--- src/rtl/rvvi_tx_arbiter.sv ---
// rvvi_tx_arbiter: frame-atomic round-robin arbiter that shares one
// 32-bit AXI-stream MAC TX port among NUM_SRC frame producers.
//
// Ports:
//   clk, reset                   clock, synchronous active-high reset
//   SrcTdata/Tkeep/Tvalid/Tlast  packed per-source AXI-stream inputs
//   SrcTready                    per-source ready (granted bit only)
//   TxTdata/Tkeep/Tvalid/Tlast   AXI-stream output to the MAC
//   TxTready                     ready from the MAC
//   GapCycles                    idle cycles after each frame
//   Grant                        registered one-hot grant
//   Busy                         high while sending or in the gap
//   FrameCnt, GapStallCnt        statistics (RVVI_TXARB_STATS_EN only)
//
// Optional macro: RVVI_TXARB_STATS_EN adds per-source frame counters
// and a gap-stall cycle counter.

module rvvi_tx_arbiter #(
  parameter int NUM_SRC   = 3,
  parameter int GAP_WIDTH = 16
) (
  input  logic                   clk,
  input  logic                   reset,
  input  logic [NUM_SRC*32-1:0]  SrcTdata,
  input  logic [NUM_SRC*4-1:0]   SrcTkeep,
  input  logic [NUM_SRC-1:0]     SrcTvalid,
  input  logic [NUM_SRC-1:0]     SrcTlast,
  output logic [NUM_SRC-1:0]     SrcTready,
  output logic [31:0]            TxTdata,
  output logic [3:0]             TxTkeep,
  output logic                   TxTvalid,
  output logic                   TxTlast,
  input  logic                   TxTready,
  input  logic [GAP_WIDTH-1:0]   GapCycles,
  output logic [NUM_SRC-1:0]     Grant,
  output logic                   Busy
`ifdef RVVI_TXARB_STATS_EN
  ,
  output logic [NUM_SRC*32-1:0]  FrameCnt,
  output logic [31:0]            GapStallCnt
`endif
);

  localparam int PW = (NUM_SRC > 1) ? $clog2(NUM_SRC) : 1;

  typedef enum logic [1:0] {
    IDLE,
    SEND,
    GAP
  } state_e;

  state_e               state_q;
  logic [NUM_SRC-1:0]   grant_q;
  logic [NUM_SRC-1:0]   grant_d;
  logic [PW-1:0]        rr_ptr_q;
  logic [PW-1:0]        rr_ptr_d;
  logic [GAP_WIDTH-1:0] gap_cnt_q;
  logic                 busy_q;

  logic [PW-1:0]        gidx;
  logic [PW-1:0]        win_idx;
  logic                 win_found;
  logic [PW:0]          scan_sum;
  logic [2*NUM_SRC-1:0] req_rot;
  logic                 last_hs;

  assign Grant = grant_q;
  assign Busy  = busy_q;

  // Pass-through mux; everything is forced to 0 while no grant is held.
  always_comb begin
    TxTdata   = '0;
    TxTkeep   = '0;
    TxTvalid  = 1'b0;
    TxTlast   = 1'b0;
    SrcTready = '0;
    for (int i = 0; i < NUM_SRC; i++) begin
      if (grant_q[i]) begin
        TxTdata      = SrcTdata[32*i +: 32];
        TxTkeep      = SrcTkeep[4*i +: 4];
        TxTvalid     = SrcTvalid[i];
        TxTlast      = SrcTlast[i];
        SrcTready[i] = TxTready;
      end
    end
  end

  assign last_hs = TxTvalid & TxTready & TxTlast;

  always_comb begin
    gidx = '0;
    for (int i = 0; i < NUM_SRC; i++) begin
      if (grant_q[i]) gidx = PW'(i);
    end
  end

  assign rr_ptr_d = (gidx == PW'(NUM_SRC - 1)) ? '0 : gidx + 1'b1;

  // Rotate requests so bit k is source (RrPtr + k) mod NUM_SRC.
  assign req_rot = {SrcTvalid, SrcTvalid} >> rr_ptr_q;

  always_comb begin
    win_found = 1'b0;
    win_idx   = '0;
    scan_sum  = '0;
    for (int k = 0; k < NUM_SRC; k++) begin
      if (!win_found && req_rot[k]) begin
        win_found = 1'b1;
        scan_sum  = {1'b0, rr_ptr_q} + (PW+1)'(k);
        if (scan_sum >= (PW+1)'(NUM_SRC)) begin
          scan_sum = scan_sum - (PW+1)'(NUM_SRC);
        end
        win_idx = scan_sum[PW-1:0];
      end
    end
  end

  assign grant_d = NUM_SRC'(1) << win_idx;

  always_ff @(posedge clk) begin
    if (reset) begin
      state_q   <= IDLE;
      grant_q   <= '0;
      rr_ptr_q  <= '0;
      gap_cnt_q <= '0;
      busy_q    <= 1'b0;
    end else begin
      unique case (state_q)
        IDLE: begin
          if (win_found) begin
            grant_q <= grant_d;
            state_q <= SEND;
            busy_q  <= 1'b1;
          end
        end
        SEND: begin
          if (last_hs) begin
            rr_ptr_q <= rr_ptr_d;
            grant_q  <= '0;
            if (GapCycles == '0) begin
              state_q <= IDLE;
              busy_q  <= 1'b0;
            end else begin
              gap_cnt_q <= GapCycles;
              state_q   <= GAP;
            end
          end
        end
        GAP: begin
          gap_cnt_q <= gap_cnt_q - 1'b1;
          if (gap_cnt_q == GAP_WIDTH'(1)) begin
            state_q <= IDLE;
            busy_q  <= 1'b0;
          end
        end
        default: begin
          state_q <= IDLE;
          busy_q  <= 1'b0;
        end
      endcase
    end
  end

`ifdef RVVI_TXARB_STATS_EN
  logic [31:0] frame_cnt_q [NUM_SRC];
  logic [31:0] stall_q;
  logic [31:0] stall_d;

  // Stall counter saturates instead of wrapping.
  assign stall_d = (stall_q == '1) ? stall_q : stall_q + 1'b1;

  always_ff @(posedge clk) begin
    if (reset) begin
      for (int i = 0; i < NUM_SRC; i++) frame_cnt_q[i] <= '0;
      stall_q <= '0;
    end else begin
      for (int i = 0; i < NUM_SRC; i++) begin
        if (last_hs && grant_q[i]) begin
          frame_cnt_q[i] <= frame_cnt_q[i] + 1'b1;
        end
      end
      if (state_q == GAP && |SrcTvalid) stall_q <= stall_d;
    end
  end

  always_comb begin
    FrameCnt = '0;
    for (int i = 0; i < NUM_SRC; i++) begin
      FrameCnt[32*i +: 32] = frame_cnt_q[i];
    end
  end

  assign GapStallCnt = stall_q;
`endif

endmodule
--- config.mk ---
export PLATFORM = sky130hd
export DESIGN_NAME = rvvi_tx_arbiter
export DESIGN_NICKNAME = d
export VERILOG_FILES = /design/src/rtl/rvvi_tx_arbiter.sv
export SDC_FILE = /design/constraint.sdc
export NUM_CORES = 1
export LEC_CHECK = 0
export ABC_AREA = 1
export BUFFER_PORTS_ARGS = -buffer_cell sky130_fd_sc_hd__buf_2
export CAP_MARGIN = 20
export CORE_AREA = 4 4 80 82
export CTS_CLUSTER_DIAMETER = 50
export DETAILED_ROUTE_END_ITERATION = 6
export DIE_AREA = 0 0 84 86
export GPL_TIMING_DRIVEN = 0
export PLACE_DENSITY = 0.88
export SLEW_MARGIN = 20
export SYNTH_ARGS = -nofsm -noshare
export SYNTH_HDL_FRONTEND = slang
export SYNTH_SLANG_ARGS = --single-unit
--- constraint.sdc ---
create_clock -name clk -period 4.4 [get_ports clk]
set_input_delay 0.22 -clock clk [delete_from_list [all_inputs] [get_ports clk]]
set_output_delay 0.22 -clock clk [all_outputs]
set_load 0.01 [all_outputs]
==> summary.txt <==
worst skew pair latency: 280 ps
setup TNS: 0 ps
Ys Warns: 0
CTS tree: done
pre-CTS setup slack: 2410 ps
RSZ-0062 raised after global routing: false
hold_buf cts: 0
Final Hold Fails: 0
CP required: 4180 ps
ys async rst share: 0
CTS Buf Count: 3
PortBufs: 177
Overall Global Routing Usage: 0.262
Synth Cell Area: 2500 sq um
most frequent cell after synthesis: nand2_1
maximum VDD drop: 161 uV
post-DP HPWL: 8640 microns
CTS H-tree depth: 1
LEAKAGE: 1.99 nW
core region area: 5750 sq um
setup violation total in the final timing report: 0
Area growth syn-to-layout: 40.8%
initial drt markers: 350
Worst Skew: 8.70 ps
largest net degree at the start of global routing: 13
pwr dens: 296 nW/um^2
fin crit share: 0.534
Starting Density: 0.436
Synth Register Bits: 24
area of the multi-input gates: 1780 sq um
minimum setup slack among reg-to-reg paths: 2660 ps
Max Freq: 425 MHz
Crit Path Max Fanout: 10
post-layout min period: 2350 ps
GPL Wtd Cong: 0.976
antenna violations before repair: 0
leading area contributor after synthesis: nand2_1
root cell of the clock tree: clkbuf_8
Area contributors post-synth: nand2_1, nand3_1, dfxtp_1
DRC: 0
xor-xnor portion of the synthesized cell area: 0.0175
final WL: 10300 microns
EDFF count, synth: 0
worst slew pin tran: 537 ps
diodes inserted: 0
fin. max-slew vios: 0
via count of the first global-routing pass: 3447
die width: 84 microns
post-route ant nets: 0
chip height: 86 microns
CP Capture Type: output pin
post-CTS setup buffer count: 0
Post-synth top cells: nand2_1, nand3_1, nor2_1, inv_1, dfxtp_1
Final nets: 798
syn_nets: 616
Crit Path Category: reg -> out
Compound-Gate Fraction of Synth Area: 0.0954
Placed Area: 3480 sq um
arrival time at the worst endpoint: 2130 ps
main combinational cell family by area after synthesis: simple AND/OR/NAND/NOR gates
Storage cell area: 480 sq um
post-route cell area: 3530 sq um
1st-pass router iterations: 5
CTS sink cnt: 24
Synth Area per Inst: 5.24 sq um
status: finished, final reports clean
Fillers: 561
Max-Cap Viols: 0
Design Power: 1.04 mW
final worst slack: 2050 ps
area fraction of the dominant cell type after synthesis: 0.256
share of layout cells above drive strength 1: 0.295
Row Count: 28
simple-gate area share of the yosys netlist: 0.573
remaining global-route overflow: 0
global-route wire length before repair: 15700 microns
HP Class: in -> reg
Die Area: 7220 sq um
detailed-route via count: 3827
Synth Flop Type: dfxtp_1
CP Launch Type: flip-flop
WL per Instance: 14.1 microns
sequential area share after synthesis: 0.192
Post-CTS Resized: 0
clk buf depth: 2
clock slew at reported path FFs: 90 ps
vias per inst: 5.22
synthesized-area fraction occupied by adder cells: 0.0250
I/O pin cnt: 178
Synth Instances: 478
worst-case headroom to the max-slew limit: 0.642
Netlist cell types: 26
mux contribution to synthesized area: 0
-- power breakdown --
part	internal (mW)	total, mW	switching [mW]
sequential	0.251	0.283	0.0316
clock	0.0615	0.136	0.0745
combinational	0.233	0.626	0.393
total	0.546	1.04	0.499
-- worst paths after layout --
check | startpoint | endpoint | depth (start not counted)
max reg2reg | Grant[2]$_SDFFE_PP0P_ | rr_ptr_q[0]$_SDFFE_PP0P_ | 7
max | Grant[2]$_SDFFE_PP0P_ | TxTdata[6] | 6
min | reset | gap_cnt_q[8]$_SDFFE_PP0P_ | 2
min reg2reg | gap_cnt_q[14]$_SDFFE_PP0P_ | gap_cnt_q[14]$_SDFFE_PP0P_ | 2
-- cells in the final DEF, fill, tap and decap left out, types with 4 or more instances in the layout --
cell type | synthesis | routed
nand3_1 | 111 | 111
buf_2 | 1 | 178
nand4_1 | 4 | 4
a21oi_1 | 22 | 22
inv_2 | 4 | 4
inv_1 | 35 | 35
clkbuf_1 | 17 | 17
o21ai_0 | 20 | 20
xor2_1 | 5 | 5
ha_1 | 5 | 5
nor2_1 | 43 | 43
dfxtp_1 | 24 | 24
nand2_1 | 171 | 171
-- layout make-up --
class                      count  share of cell area
sequential                    24               0.136
multi-input combinational    392               0.505
clock buffer                   3              0.0117
inverter                      40              0.0429
timing repair buffer         177               0.251
buffer                        22              0.0259
tap                           75              0.0266
-- routing by layer --
| metal | share of wire | GRT usage | up-vias |
|---|---|---|---|
| li1 | - | - | 1913 |
| met4 | 0.018 | 0.0848 | 0 |
| met5 | 0 | 0 | - |
| met2 | 0.49 | 0.473 | 197 |
| met3 | 0.091 | 0.0355 | 18 |
| met1 | 0.40 | 0.322 | 1699 |
-- cells by family (layout without fill, tap and decap cells) --
logic type      count (synthesis)  in the layout
xor+xnor                        5              5
compound gates                 46             46
simple gates                  336            336
buf+inv                        62            242
fa+ha+maj                       5              5
flops                          24             24
-- critical path, stage by stage, from the launching register on --
cell      delay, ps
dfxtp_1         380
nor2_1          210
clkbuf_1        400
clkbuf_1        400
nand3_1         140
nand3_1         170
buf_2           160
-- through the flow --
step / hold slack, ps / util / cells
finish: 184 / 0.614 / 733
global route: 181 / 0.614 / 733
CTS: 176 / 0.614 / 733
detailed placement: 468 / 0.606 / 730
global placement: 454 / 0.606 / 730
floorplan: 289 / - / 478
-- state kept, by name, indices dropped and copies added (netlist names) --
register and count:
Grant 3, rr_ptr_q 2, gap_cnt_q 16, Busy 1
state_q 2
(Power assumes the default switching activity.)
